[src/rtl/rs232c_pkg.sv]
// ============================================================================
// Module : rs232c_pkg
// Brief  : Shared FSM encodings and frame constants for the RS232C TX path.
// Rev    : 1.0 - initial release
// ============================================================================
`default_nettype none

package rs232c_pkg;

    localparam logic [15:0] c_DEFAULT_WAIT_CYCLES = 16'd573;
    localparam int          c_DATA_BITS           = 8;

`ifdef RS232C_TX_PARITY_EN
    localparam int          c_FRAME_BITS          = 11;
`else
    localparam int          c_FRAME_BITS          = 10;
`endif

    localparam logic [2:0]  c_ST_IDLE   = 3'd0;
    localparam logic [2:0]  c_ST_START  = 3'd1;
    localparam logic [2:0]  c_ST_DATA   = 3'd2;
    localparam logic [2:0]  c_ST_PARITY = 3'd3;
    localparam logic [2:0]  c_ST_STOP   = 3'd4;

endpackage

`default_nettype wire

[src/rtl/rs232c_tx_fifo_if.sv]
// ============================================================================
// Module : rs232c_tx_fifo_if
// Brief  : Dispatch-side bus of the RS232C transmitter (push/data in, status and tx out).
// Rev    : 1.0 - initial release
// ============================================================================
`default_nettype none

interface rs232c_tx_fifo_if;
    logic       push;
    logic [7:0] data;
    logic       full;
    logic       busy;
    logic       overflow;
    logic       tx;

    modport master (output push, data, input full, busy, overflow, tx);
    modport slave  (input push, data, output full, busy, overflow, tx);
endinterface

`default_nettype wire

[src/rtl/rs232c_tx_queue.sv]
// ============================================================================
// Module : rs232c_tx_queue
// Brief  : Synchronous byte FIFO; rejects push when full, ignores pop when empty.
// Rev    : 1.0 - initial release
// ============================================================================
`default_nettype none

module rs232c_tx_queue #(
    parameter int DEPTH_LOG2 = 4
) (
    input  wire logic                  clk,
    input  wire logic                  reset,
    input  wire logic                  i_push,
    input  wire logic [7:0]            i_data,
    input  wire logic                  i_pop,
    output logic [7:0]                 o_head,
    output logic [DEPTH_LOG2:0]        o_count,
    output logic                       o_full,
    output logic                       o_empty
);

    localparam int                     c_DEPTH      = 1 << DEPTH_LOG2;
    localparam logic [DEPTH_LOG2:0]    c_FULL_COUNT = (DEPTH_LOG2+1)'(c_DEPTH);
    localparam logic [DEPTH_LOG2:0]    c_CNT_ONE    = (DEPTH_LOG2+1)'(1);
    localparam logic [DEPTH_LOG2-1:0]  c_PTR_ONE    = DEPTH_LOG2'(1);

    logic [7:0]              r_mem [0:c_DEPTH-1];
    logic [DEPTH_LOG2-1:0]   r_wr_ptr;
    logic [DEPTH_LOG2-1:0]   r_rd_ptr;
    logic [DEPTH_LOG2:0]     r_count;
    logic                    w_push_ok;
    logic                    w_pop_ok;

    // Room is judged on the registered count, so a same-cycle pop never frees a slot.
    assign w_push_ok = i_push & ~o_full;
    assign w_pop_ok  = i_pop  & ~o_empty;

    always_ff @(posedge clk) begin
        if (reset) begin
            r_wr_ptr <= '0;
            r_rd_ptr <= '0;
            r_count  <= '0;
        end else begin
            if (w_push_ok) r_wr_ptr <= r_wr_ptr + c_PTR_ONE;
            if (w_pop_ok)  r_rd_ptr <= r_rd_ptr + c_PTR_ONE;
            case ({w_push_ok, w_pop_ok})
                2'b10:   r_count <= r_count + c_CNT_ONE;
                2'b01:   r_count <= r_count - c_CNT_ONE;
                default: r_count <= r_count;
            endcase
        end
    end

    always_ff @(posedge clk) begin
        if (w_push_ok) r_mem[r_wr_ptr] <= i_data;
    end

    assign o_head  = r_mem[r_rd_ptr];
    assign o_count = r_count;
    assign o_full  = (r_count == c_FULL_COUNT);
    assign o_empty = (r_count == '0);

endmodule

`default_nettype wire

[src/rtl/rs232c_tx_fifo.sv]
// ============================================================================
// Module : rs232c_tx_fifo
// Brief  : Buffered RS232C transmitter, 8N1 (8E1 when RS232C_TX_PARITY_EN is defined).
// Rev    : 1.0 - initial release
// ============================================================================
`default_nettype none

module rs232c_tx_fifo
    import rs232c_pkg::*;
#(
    parameter logic [15:0] WAIT_CYCLES = c_DEFAULT_WAIT_CYCLES,
    parameter int          DEPTH_LOG2  = 4
) (
    input  wire logic      clk,
    input  wire logic      reset,
    rs232c_tx_fifo_if.slave bus
);

    logic [2:0]            r_state;
    logic [15:0]           r_timer;
    logic [2:0]            r_bit_idx;
    logic [7:0]            r_shift;
    logic                  r_tx;
    logic                  r_overflow;
`ifdef RS232C_TX_PARITY_EN
    logic                  r_parity;
`endif

    logic [7:0]            w_head;
    logic [DEPTH_LOG2:0]   w_count;
    logic                  w_full;
    logic                  w_empty;
    logic                  w_pop;
    logic                  w_bit_end;

    assign w_pop     = (r_state == c_ST_IDLE) & ~w_empty;
    assign w_bit_end = (r_timer == WAIT_CYCLES - 16'd1);

    rs232c_tx_queue #(
        .DEPTH_LOG2 (DEPTH_LOG2)
    ) u_queue (
        .clk     (clk),
        .reset   (reset),
        .i_push  (bus.push),
        .i_data  (bus.data),
        .i_pop   (w_pop),
        .o_head  (w_head),
        .o_count (w_count),
        .o_full  (w_full),
        .o_empty (w_empty)
    );

    always_ff @(posedge clk) begin
        if (reset) begin
            r_state    <= c_ST_IDLE;
            r_timer    <= '0;
            r_bit_idx  <= '0;
            r_shift    <= '0;
            r_tx       <= 1'b1;
            r_overflow <= 1'b0;
`ifdef RS232C_TX_PARITY_EN
            r_parity   <= 1'b0;
`endif
        end else begin
            if (bus.push && w_full) r_overflow <= 1'b1;

            case (r_state)
                c_ST_IDLE: begin
                    if (!w_empty) begin
                        r_shift <= w_head;
`ifdef RS232C_TX_PARITY_EN
                        r_parity <= ^w_head;
`endif
                        r_tx    <= 1'b0;
                        r_timer <= '0;
                        r_state <= c_ST_START;
                    end
                end
                c_ST_START: begin
                    if (w_bit_end) begin
                        r_timer   <= '0;
                        r_bit_idx <= '0;
                        r_tx      <= r_shift[0];
                        r_state   <= c_ST_DATA;
                    end else begin
                        r_timer <= r_timer + 16'd1;
                    end
                end
                c_ST_DATA: begin
                    if (w_bit_end) begin
                        r_timer <= '0;
                        if (r_bit_idx == 3'd7) begin
`ifdef RS232C_TX_PARITY_EN
                            r_tx    <= r_parity;
                            r_state <= c_ST_PARITY;
`else
                            r_tx    <= 1'b1;
                            r_state <= c_ST_STOP;
`endif
                        end else begin
                            // The next bit is shift[1] before this shift lands.
                            r_shift   <= {1'b0, r_shift[7:1]};
                            r_tx      <= r_shift[1];
                            r_bit_idx <= r_bit_idx + 3'd1;
                        end
                    end else begin
                        r_timer <= r_timer + 16'd1;
                    end
                end
`ifdef RS232C_TX_PARITY_EN
                c_ST_PARITY: begin
                    if (w_bit_end) begin
                        r_timer <= '0;
                        r_tx    <= 1'b1;
                        r_state <= c_ST_STOP;
                    end else begin
                        r_timer <= r_timer + 16'd1;
                    end
                end
`endif
                c_ST_STOP: begin
                    if (w_bit_end) begin
                        r_timer <= '0;
                        r_state <= c_ST_IDLE;
                    end else begin
                        r_timer <= r_timer + 16'd1;
                    end
                end
                default: begin
                    r_state <= c_ST_IDLE;
                    r_tx    <= 1'b1;
                    r_timer <= '0;
                end
            endcase
        end
    end

    assign bus.full     = w_full;
    assign bus.busy     = (r_state != c_ST_IDLE) | (w_count != '0);
    assign bus.overflow = r_overflow;
    assign bus.tx       = r_tx;

endmodule

`default_nettype wire

[src/flat_wrapper.sv]
// flat-port wrapper written by rule: the top's interface ports become plain ports
module rs232c_tx_fifo_flat import rs232c_pkg::*;
#(
    parameter logic [15:0] WAIT_CYCLES = c_DEFAULT_WAIT_CYCLES,
    parameter int          DEPTH_LOG2  = 4
)
  (clk, reset, bus_push, bus_data, bus_full, bus_busy, bus_overflow, bus_tx);
  rs232c_tx_fifo_if bus_i ();
  input  wire logic clk;
  input  wire logic reset;
  input wire logic [$bits(bus_i.push)-1:0] bus_push;
  input wire logic [$bits(bus_i.data)-1:0] bus_data;
  output wire logic [$bits(bus_i.full)-1:0] bus_full;
  output wire logic [$bits(bus_i.busy)-1:0] bus_busy;
  output wire logic [$bits(bus_i.overflow)-1:0] bus_overflow;
  output wire logic [$bits(bus_i.tx)-1:0] bus_tx;
  assign bus_i.push = bus_push;
  assign bus_i.data = bus_data;
  assign bus_full = bus_i.full;
  assign bus_busy = bus_i.busy;
  assign bus_overflow = bus_i.overflow;
  assign bus_tx = bus_i.tx;
  rs232c_tx_fifo #(.WAIT_CYCLES(WAIT_CYCLES), .DEPTH_LOG2(DEPTH_LOG2)) u_core (.clk(clk), .reset(reset), .bus(bus_i));
endmodule
[config.mk]
export PLATFORM = sky130hd
export DESIGN_NAME = rs232c_tx_fifo_flat
export DESIGN_NICKNAME = d
export VERILOG_FILES = /design/src/rtl/rs232c_pkg.sv /design/src/rtl/rs232c_tx_fifo_if.sv /design/src/rtl/rs232c_tx_queue.sv /design/src/rtl/rs232c_tx_fifo.sv /design/src/flat_wrapper.sv
export SDC_FILE = /design/constraint.sdc
export NUM_CORES = 1
export LEC_CHECK = 0
export CORE_MARGIN = 5
export CORE_UTILIZATION = 50
export DETAILED_ROUTE_END_ITERATION = 10
export DONT_BUFFER_PORTS = 1
export PLACE_DENSITY = 0.71
export SLEW_MARGIN = 10
export SYNTH_ARGS = -nofsm -noshare
export SYNTH_HDL_FRONTEND = slang
export SYNTH_HIERARCHICAL = 1
export SYNTH_SLANG_ARGS = --single-unit
[constraint.sdc]
create_clock -name clk -period 3.69 [get_ports clk]
set_clock_uncertainty 0.15 [all_clocks]
set_input_delay 0.5535 -clock clk [delete_from_list [all_inputs] [get_ports clk]]
set_output_delay 0.5535 -clock clk [all_outputs]
set_load 0.005 [all_outputs]
==> flow_metrics.env <==
export IMPL_drcViolationCount=0
export IMPL_max_freq_mhz=293
export IMPL_grt_overflow=0
export IMPL_internal_power_mw=3.90
export IMPL_synth_edff_count=128
export IMPL_dp_hpwl_mm=10.0
export IMPL_path_class="reg2reg"
export IMPL_finalHoldViolations=0
export IMPL_syn_area_um2=7730
export IMPL_cp_required_ns=3.84
export IMPL_register_area_um2=4830
export IMPL_final_cell_mix="128 x edfxtp_1, 48 x dfxtp_1, 34 x nor2_1, 32 x mux4_2, 22 x nand2_1"
export IMPL_nNetsFinal=548
export IMPL_vias=4569
export IMPL_end_kind="register"
export IMPL_ys_ff_latch=177
export IMPL_num_rows=45
export IMPL_worstRegToRegCells=12
export IMPL_cts_buffers=17
export IMPL_async_flop_share=0
export IMPL_min_period_ns=3.41
export IMPL_swShare=0.335
export IMPL_cts_root_buffer="clkbuf_16"
export IMPL_slew_headroom=0.434
export IMPL_start_kind="register"
export IMPL_cts_tree="built"
export IMPL_p_comb_frac=0.277
export IMPL_detail_route_wirelength_mm=15.7
export IMPL_powerDensity_nw_per_um2=689
export IMPL_die_area_um2=18000
export IMPL_drive_gt1_frac=0.204
export IMPL_dr_pass1_iters=5
export IMPL_status="completed"
export IMPL_avgRoutedWirePerCell_um=21.6
export IMPL_n_antenna_cell=0
export IMPL_drt_iter0_markers=384
export IMPL_dieHeight_um=134
export IMPL_seqPwrFrac=0.413
export IMPL_power_switching_mw=1.97
export IMPL_insertion_delay_ns=0.43
export IMPL_avgViaCountPerCell=6.29
export IMPL_critPathMaxFanout=13
export IMPL_clk_pin_slew_ns=0.07
export IMPL_arrival_ns=3.56
export IMPL_ir_drop_mv=0.511
export IMPL_synth_cell_types=78
export IMPL_hp_class="in2reg"
export IMPL_antenna_found_initial=0
export IMPL_synth_flop_cell="edfxtp_1"
export IMPL_setup_tns_final_ns=0
export IMPL_maxCapViolations=0
export IMPL_grt_max_degree=51
export IMPL_worst_slew_pin_slew_ns=0.846
export IMPL_drv_slew=0
export IMPL_io_buffers=0
export IMPL_reg2reg_slack_ns=0.28
export IMPL_syn_to_final_growth_pct=10.3
export IMPL_cts_buffer_depth=2
export IMPL_yosys_warnings=6
export IMPL_synthesis_nets=547
export IMPL_fin_util=0.561
export IMPL_syn_area_per_cell_um2=14.8
export IMPL_grt_pass1_wl_mm=25.2
export IMPL_period_share=0.925
export IMPL_multi_input_comb_area_um2=2660
export IMPL_yosysSeqAreaShare=0.624
export IMPL_hold_depth=1
export IMPL_ant_nets=0
export IMPL_cts_sinks=177
export IMPL_rsz0062_at_grt="no"
export IMPL_setup_violations=0
export IMPL_core_area_um2=15200
export IMPL_io_pins=15
export IMPL_p_leak_nw=2.82
export IMPL_syn_inst=524
export IMPL_ctsHoldBuffers=0
export IMPL_clkPwrFrac=0.310
export IMPL_final_common_cell="edfxtp_1"
export IMPL_grt_total_usage=0.182
export IMPL_grt_pass1_vias=4564
export IMPL_n_fill_cell=1182
export IMPL_floorplan_initialDensity=0.508
export IMPL_htree_levels=4
export IMPL_die_width_um=134
export IMPL_routabilityCongestion=0.776
## cell usage after synthesis (11+ instances only)
| master | number | area share |
|---|---|---|
| nor3_1 | 16 | 0.010 |
| clkbuf_1 | 13 | 0.0063 |
| nor2_1 | 34 | 0.017 |
| mux4_2 | 32 | 0.093 |
| dfxtp_1 | 49 | 0.13 |
| a22oi_1 | 16 | 0.016 |
| ha_1 | 12 | 0.019 |
| edfxtp_1 | 128 | 0.50 |
| o21ai_0 | 11 | 0.0071 |
| nand2_1 | 22 | 0.011 |
| xor2_1 | 13 | 0.015 |
| inv_1 | 12 | 0.0058 |
## state kept, by name (all words and copies together), names as in the netlist, named ones only
| signal | count |
|---|---|
| u_core/u_queue/r_mem | 128 |
| u_core/u_queue/o_count | 5 |
| u_core/r_state | 3 |
| u_core/r_bit_idx | 3 |
| u_core/u_queue/r_wr_ptr | 4 |
| u_core/r_timer | 16 |
| u_core/bus.overflow | 1 |
| u_core/bus.tx | 1 |
| u_core/r_shift | 8 |
| u_core/u_queue/r_rd_ptr | 4 |
## critical path, stage by stage (launching register included)
cell       delay (ns)
dfxtp_1          0.55
or4_4            0.30
nor2_1           0.11
nor4_2           0.46
o21ai_4          0.17
inv_1            0.10
ha_1             0.38
xor2_1           0.19
ha_1             0.24
nand2_1          0.07
o21ai_0          0.29
nor3_1           0.10
nand4bb_1        0.19
## metrics by stage
stage	setup slack (ns)	hold slack (ns)	power (mW)	instances	instance area [um^2]
6_report	0.276	0.0529	5.87	726	8520
3_3_place_gp	0.323	0.307	4.01	694	7890
2_1_floorplan	0.543	0.303	3.77	524	7730
5_1_grt	0.0195	0.0284	6.17	726	8520
3_5_place_dp	0.0803	0.320	4.08	694	7890
4_1_cts	0.0518	0.0342	5.89	726	8520
## power by group through the flow
stage | clock [mW] | sequential, mW | combinational [mW]
after floorplan | 0 | 2.38 | 1.38
after global placement | 0 | 2.46 | 1.55
after detailed placement | 0 | 2.47 | 1.61
after CTS | 1.85 | 2.43 | 1.62
after global routing | 1.95 | 2.45 | 1.77
final | 1.82 | 2.43 | 1.63
## timing repair
item,4_1_cts,5_1_grt
buffers inserted,0,0
hold endpoints to repair,0,0
resized for setup,0,1
endpoints found under the setup margin,0,2
## kinds of logic (layout without fill, tap and decap cells)
kind of cell / count (synthesis) / after routing / share of synthesized area
XOR/XNOR: 15 / 15 / 0.0170
adder cells (fa/ha/maj): 12 / 12 / 0.0194
buffers and inverters: 48 / 62 / 0.0320
multiplexers: 42 / 42 / 0.106
flip-flops: 177 / 177 / 0.624
AND/OR/NAND/NOR: 138 / 138 / 0.104
AO/OA/AOI/OAI: 92 / 92 / 0.0974
## area by class of cell
class / instances / area share
Clock buffer: 17 / 0.0499
Clock inverter: 15 / 0.0236
Inverter: 14 / 0.00616
Multi-Input combinational cell: 299 / 0.312
Sequential cell: 177 / 0.566
Tap cell: 188 / 0.0276
Timing Repair Buffer: 16 / 0.0141
## final timing paths
path / startpoint / end
worst max-delay path: u_core/u_queue/o_count[2]$_SDFFE_PP0P_ / u_core/u_queue/o_count[4]$_SDFFE_PP0P_
worst min-delay path: reset / u_core/r_timer[12]$_SDFFE_PP0N_
worst max register to register: u_core/u_queue/o_count[2]$_SDFFE_PP0P_ / u_core/u_queue/o_count[4]$_SDFFE_PP0P_
worst min register to register: u_core/r_bit_idx[1]$_SDFFE_PP0P_ / u_core/r_bit_idx[1]$_SDFFE_PP0P_
## metal layers
layer / part of all wire / vias to the layer above / global-route usage
met4: 0.0052 / 0 / 0.0368
met3: 0.054 / 8 / 0.0439
met5: 0 / - / 0
met1: 0.42 / 2326 / 0.237
met2: 0.52 / 163 / 0.313
li1: - / 2072 / -
(Power assumes the default switching activity.)
